==> config.mk <==
export PLATFORM = sky130hd
export DESIGN_NAME = golden_nonce_uart_tx_flat
export DESIGN_NICKNAME = d
export VERILOG_FILES = /design/src/rtl/golden_nonce_uart_tx_if.sv /design/src/rtl/golden_nonce_uart_tx.sv /design/src/flat_wrapper.sv
export SDC_FILE = /design/constraint.sdc
export NUM_CORES = 1
export LEC_CHECK = 0
export CORE_UTILIZATION = 30
export DETAILED_ROUTE_END_ITERATION = 10
export PLACE_DENSITY = 0.49
export SETUP_SLACK_MARGIN = 0.15
export SYNTH_ARGS = -nofsm -noshare
export SYNTH_HDL_FRONTEND = slang
export SYNTH_SLANG_ARGS = --single-unit
==> constraint.sdc <==
create_clock -name hash_clk -period 7.18 [get_ports hash_clk]
set_clock_uncertainty 0.05 [all_clocks]
set_input_delay 2.154 -clock hash_clk [delete_from_list [all_inputs] [get_ports hash_clk]]
set_output_delay 2.154 -clock hash_clk [all_outputs]
set_load 0.005 [all_outputs]
==> src/rtl/golden_nonce_uart_tx_if.sv <==
// golden_nonce_uart_tx_if: nonce push strobe from the hash core plus UART line and status outputs
interface golden_nonce_uart_tx_if #(
    parameter int FIFO_DEPTH = 4
);
    logic [31:0]                   golden_nonce;
    logic                          golden_nonce_match;
    logic                          txd;
    logic                          busy;
    logic [$clog2(FIFO_DEPTH):0]   fifo_count;
    logic                          overflow;

    modport master (
        output golden_nonce, golden_nonce_match,
        input  txd, busy, fifo_count, overflow
    );

    modport slave (
        input  golden_nonce, golden_nonce_match,
        output txd, busy, fifo_count, overflow
    );
endinterface

==> src/rtl/golden_nonce_uart_tx.sv <==
// golden_nonce_uart_tx: FIFO-buffered UART 8N1 sender of golden nonces; define GOLDEN_TX_CHECKSUM_EN to append an XOR checksum byte
module golden_nonce_uart_tx #(
    parameter int BAUD_DIV   = 868,
    parameter int FIFO_DEPTH = 4
) (
    input logic                   hash_clk,
    input logic                   reset,
    golden_nonce_uart_tx_if.slave bus
);
    localparam int AW = $clog2(FIFO_DEPTH);
`ifdef GOLDEN_TX_CHECKSUM_EN
    localparam int FW = 40;
    localparam int BW = 3;
`else
    localparam int FW = 32;
    localparam int BW = 2;
`endif
    localparam logic [BW-1:0] LAST_BYTE = BW'(FW / 8 - 1);
    localparam logic [15:0]   BAUD_MAX  = 16'(BAUD_DIV - 1);

    typedef enum logic [1:0] {IDLE, START, DATA, STOP} state_t;

    state_t          state, state_next;
    logic [31:0]     mem [FIFO_DEPTH];
    logic [AW-1:0]   wr_ptr, rd_ptr;
    logic [AW:0]     count;
    logic [31:0]     head;
    logic [FW-1:0]   frame, frame_load;
    logic [15:0]     baud_cnt;
    logic [2:0]      bit_cnt;
    logic [BW-1:0]   byte_cnt;
    logic            txd, busy, overflow;
    logic            tick, empty, full, push, pop;

    assign head  = mem[rd_ptr];
    assign empty = count == '0;
    assign full  = count == (AW + 1)'(FIFO_DEPTH);
    assign tick  = baud_cnt == BAUD_MAX;
    assign push  = bus.golden_nonce_match && (!full || pop);

`ifdef GOLDEN_TX_CHECKSUM_EN
    assign frame_load = {head[31:24] ^ head[23:16] ^ head[15:8] ^ head[7:0], head};
`else
    assign frame_load = head;
`endif

    assign bus.txd        = txd;
    assign bus.busy       = busy;
    assign bus.fifo_count = count;
    assign bus.overflow   = overflow;

    // FIFO storage is not reset; only the pointers define what is valid
    always_ff @(posedge hash_clk) begin
        if (push) mem[wr_ptr] <= bus.golden_nonce;
    end

    // FIFO pointers, occupancy and the sticky drop flag
    always_ff @(posedge hash_clk or negedge reset) begin
        if (!reset) begin
            wr_ptr   <= '0;
            rd_ptr   <= '0;
            count    <= '0;
            overflow <= 1'b0;
        end else begin
            if (push) wr_ptr <= wr_ptr + 1'b1;
            if (pop) rd_ptr <= rd_ptr + 1'b1;
            count <= count + {{AW{1'b0}}, push} - {{AW{1'b0}}, pop};
            if (bus.golden_nonce_match && full && !pop) overflow <= 1'b1;
        end
    end

    // FSM state register
    always_ff @(posedge hash_clk or negedge reset) begin
        if (!reset) state <= IDLE;
        else state <= state_next;
    end

    // next state; a pop happens when idle or at the end of a frame with work queued
    always_comb begin
        state_next = state;
        pop        = 1'b0;
        case (state)
            IDLE: if (!empty) begin
                pop        = 1'b1;
                state_next = START;
            end
            START: if (tick) state_next = DATA;
            DATA: if (tick && bit_cnt == 3'd7) state_next = STOP;
            STOP: if (tick) begin
                if (byte_cnt != LAST_BYTE) state_next = START;
                else if (!empty) begin
                    pop        = 1'b1;
                    state_next = START;
                end else state_next = IDLE;
            end
            default: state_next = IDLE;
        endcase
    end

    // bit timing and the registered serial line
    always_ff @(posedge hash_clk or negedge reset) begin
        if (!reset) begin
            baud_cnt <= '0;
            bit_cnt  <= '0;
            byte_cnt <= '0;
            frame    <= '0;
            txd      <= 1'b1;
            busy     <= 1'b0;
        end else begin
            baud_cnt <= (state == IDLE || tick) ? 16'd0 : baud_cnt + 16'd1;
            if (pop) begin
                frame    <= frame_load;
                byte_cnt <= '0;
                txd      <= 1'b0;
                busy     <= 1'b1;
            end else if (tick) begin
                case (state)
                    START: begin
                        bit_cnt <= 3'd0;
                        txd     <= frame[{byte_cnt, 3'd0}];
                    end
                    DATA: begin
                        if (bit_cnt == 3'd7) txd <= 1'b1;
                        else begin
                            bit_cnt <= bit_cnt + 3'd1;
                            txd     <= frame[{byte_cnt, bit_cnt + 3'd1}];
                        end
                    end
                    STOP: begin
                        if (byte_cnt != LAST_BYTE) begin
                            byte_cnt <= byte_cnt + 1'b1;
                            txd      <= 1'b0;
                        end else busy <= 1'b0;
                    end
                    default: ;
                endcase
            end
        end
    end
endmodule

==> src/flat_wrapper.sv <==
// flat-port wrapper written by rule: the top's interface ports become plain ports
module golden_nonce_uart_tx_flat 
#(
    parameter int BAUD_DIV   = 868,
    parameter int FIFO_DEPTH = 4
)
  (hash_clk, reset, bus_golden_nonce, bus_golden_nonce_match, bus_txd, bus_busy, bus_fifo_count, bus_overflow);
  golden_nonce_uart_tx_if #(.FIFO_DEPTH(FIFO_DEPTH)) bus_i ();
  input logic hash_clk;
  input logic reset;
  input wire logic [$bits(bus_i.golden_nonce)-1:0] bus_golden_nonce;
  input wire logic [$bits(bus_i.golden_nonce_match)-1:0] bus_golden_nonce_match;
  output wire logic [$bits(bus_i.txd)-1:0] bus_txd;
  output wire logic [$bits(bus_i.busy)-1:0] bus_busy;
  output wire logic [$bits(bus_i.fifo_count)-1:0] bus_fifo_count;
  output wire logic [$bits(bus_i.overflow)-1:0] bus_overflow;
  assign bus_i.golden_nonce = bus_golden_nonce;
  assign bus_i.golden_nonce_match = bus_golden_nonce_match;
  assign bus_txd = bus_i.txd;
  assign bus_busy = bus_i.busy;
  assign bus_fifo_count = bus_i.fifo_count;
  assign bus_overflow = bus_i.overflow;
  golden_nonce_uart_tx #(.BAUD_DIV(BAUD_DIV), .FIFO_DEPTH(FIFO_DEPTH)) u_core (.hash_clk(hash_clk), .reset(reset), .bus(bus_i));
endmodule
==> key figures <==
Power and ir drop
  – Sequential power share: 52.9%
  – Switching power: 0.000698 W
  – Int Power: 0.00198 W
  – Net Sw Frac: 26.1%
  – Pwr dens: 284 nW/um^2
  – Worst vdd ir: 138 uV
  – Leak: 3.32 nW
  – Power share of the clock group: 36.0%
  – Combinational share of power: 11.1%

Timing
  – Final hold vios: 0
  – Fin. max-slew vios: 0
  – Slew @ Worst Pin: 0.990 ns
  – Max-slew headroom: 33.8%
  – RSZ-0062 raised after global routing: false
  – Setup total negative slack: 0 ns
  – Max Fclk: 264 MHz
  – Final setup viols: 0
  – Final worst-path cycle share: 52.7%
  – Post-route minimum period: 3.78 ns

Clock network
  – Worst-path clk slew: 0.08 ns
  – CTS tree: yes
  – Clk_lat worst skew: 0.44 ns
  – Clock sinks: 193
  – CTS Buf Count: 17
  – Clock Path Buffers: 2
  – CTS Hold Bufs: 0
  – CTS H-Tree Depth: 4
  – Total setup buffers inserted after CTS: 0
  – Clk root buf: clkbuf_16
  – CTS resizes: 0

Final layout
  – Ratio of cells with drive above 1 in the final layout: 23.7%
  – Nets: 544
  – Core Util, Final: 36.0%
  – Number of fillers in the final layout: 2,486
  – Number of diodes: 0
  – Area delta synth->final: 17.4%

Floorplanning
  – Total I/O pin count: 41
  – Initial Utilization: 30.7%
  – Die Span Y: 165 um
  – Die X: 165 um
  – Row count: 59
  – Total die area: 27,400 sq um
  – Core Region: 26,100 sq um

Logic synthesis
  – Mapped Cells: 445
  – Mapped Area: 8010 sq um
  – Per-instance average area after synthesis: 18.0 sq um
  – Post-synth top area share: 48.0%
  – Post-synthesis mux area share: 17.7%
  – Post-Synth Adder-Cell Area: 2.59%
  – Syn nets: 496
  – Post-synth top area cell: edfxtp_1
  – Xor/xnor cell area share of the yosys netlist: 2.19%
  – Synth cell count leaders: edfxtp_1 (128), dfrtp_1 (64), mux4_2 (37), nor2_1 (25), mux2_2 (20)
  – Top FF cell, synth: edfxtp_1
  – Top cells by area, synth: edfxtp_1 (48%), dfrtp_1 (20%), mux4_2 (10%)
  – Synth Register Bits: 193
  – Post-synth EDFFs: 128
  – Post-synthesis sequential area ratio: 68.3%
  – Simple-gate share of the synthesized area: 5.23%
  – Most numerous cell in the Yosys netlist: edfxtp_1
  – Synth warn: 0
  – Compound-gate portion of the synthesized area: 2.03%
  – Count of cell types in the netlist: 53
  – Async set-reset flop share out of synthesis: 33.7%
  – Largest family of logic cells by synthesized area: multiplexers

Setup path
  – Critical path type: reg2reg
  – Startpoint class of the critical path: flop
  – CP arrival: 4.03 ns
  – Crit path max fanout: 16
  – CP required: 7.43 ns
  – Type of destination of the critical path: flop

Drt
  – DR WL/cell: 17.4 um
  – Final wirelength: 14.6 mm
  – DR iter-0 viols: 178
  – Vias per inst: 4.68
  – Post-DRT Antenna Nets: 0
  – Via Count: 3,940
  – Residual DRC: 5
  – 1st-pass router iterations: 7

Global route
  – Vias in the first global route: 4,312
  – Initial antenna violation count: 0
  – Largest net degree at the start of global routing: 66
  – Gr ovfl total: 0
  – Total GRT Usage: 12.0%
  – Global-route wire length before repair: 24.1 mm

Run status
  – Status: finished, violations left
  – Failing checks: design-rule violations

Min path
  – Hold Path Class: reg2reg

Placed design
  – RePlAce Congestion: 0.690
  – Final HPWL DP: 8.63 mm
  – Port buffer count: 40

Flow run
  – Maxcap violations: 0
## power by group through the flow
stage,Sequential (W),Combinational (W),Clock (W)
after CTS,0.00142,0.000311,0.000996
after floorplan,0.00143,0.000165,0
after detailed placement,0.00144,0.000310,0
after global placement,0.00143,0.000301,0
final,0.00141,0.000297,0.000962
after global routing,0.00143,0.000332,0.00104
## routing by layer
layer | part of all wire, % | global-route usage, % | routed length, um
met5 | 0 | 0 | 0
met1 | 47 | 15.8 | 6870
met3 | 2.5 | 3.05 | 364
met2 | 50 | 19.5 | 7270
met4 | 0.68 | 3.43 | 99
## cell usage in the layout, fill, tap and decap left out, types with 3 or more instances in the layout
master / instances
a21oi_1: 3
clkdlybuf4s50_1: 39
dfrtp_1: 63
nor3b_1: 3
mux2_2: 20
xnor2_1: 10
nand4_1: 3
buf_4: 8
and2_1: 4
nand2_1: 11
nor2_1: 25
xor2_1: 10
mux2_4: 12
mux2i_1: 16
clkinv_8: 5
a22o_1: 3
o21ai_0: 3
nand3_1: 11
inv_1: 11
clkbuf_16: 17
inv_8: 4
mux4_2: 37
ha_1: 15
edfxtp_1: 128
and3_1: 3
nor3_1: 6
inv_12: 3
## layout make-up
type                            instances  area [sq um]  area share, %
Clock buffer                           17           425           4.52
Clock inverter                         15           198           2.10
Inverter                               11          41.3          0.439
Multi-Input combinational cell        222          2390           25.4
Sequential cell                       193          5470           58.2
Tap cell                              335           419           4.46
Timing Repair Buffer                   48           455           4.84
## sequential cells by signal, indices dropped and copies added, names as in the netlist
name / count
u_core.bus.txd: 1
u_core.bus.busy: 1
u_core.byte_cnt: 2
u_core.bit_cnt: 3
u_core.rd_ptr: 2
u_core.bus.fifo_count: 3
u_core.state: 2
u_core.bus.overflow: 1
u_core.baud_cnt: 16
u_core.wr_ptr: 2
u_core.mem: 128
u_core.frame: 32
## metrics by stage
stage / instances / setup WS (ns) / area [sq um] / total power [W] / hold WS (ns)
final: 841 / 3.40 / 9400 / 0.00267 / 0.433
after global routing: 841 / 3.10 / 9400 / 0.00280 / 0.467
after CTS: 841 / 3.36 / 9400 / 0.00272 / 0.437
after detailed placement: 809 / 3.05 / 8780 / 0.00175 / 0.418
after global placement: 809 / 3.08 / 8780 / 0.00173 / 0.405
after floorplan: 445 / 3.47 / 8010 / 0.00159 / 0.403
## worst max-delay path, stage by stage, from the launching register on
cell and delay (ns):
dfrtp_1 0.40, ha_1 0.24, or3b_2 0.49, nor4_4 0.47, a31oi_2 0.23, nor3_4 0.79, ha_1 0.38, inv_1 0.05
ha_1 0.15, fa_1 0.40
## cell families after synthesis
family	after synthesis
XOR/XNOR	20
AO/OA/AOI/OAI	20
multiplexers	87
flip-flops	193
buffers and inverters	30
adder cells (fa/ha/maj)	16
AND/OR/NAND/NOR	79
## path summary, 6_finish.rpt
path                                startpoint                        to  slack, ns  cells after the start
min in group asynchronous                reset        u_core.baud_cnt[0]       1.86                      2
max                         u_core.baud_cnt[0]  u_core.bus.fifo_count[1]       3.40                      9
min                        u_core.bus.overflow       u_core.bus.overflow       0.43                      1
max reg2reg                 u_core.baud_cnt[0]  u_core.bus.fifo_count[1]       3.40                      9
min reg2reg                u_core.bus.overflow       u_core.bus.overflow       0.43                      1
max in group asynchronous                reset          u_core.rd_ptr[0]       4.62                      2
Note: power is estimated with default switching activity, not from simulation.
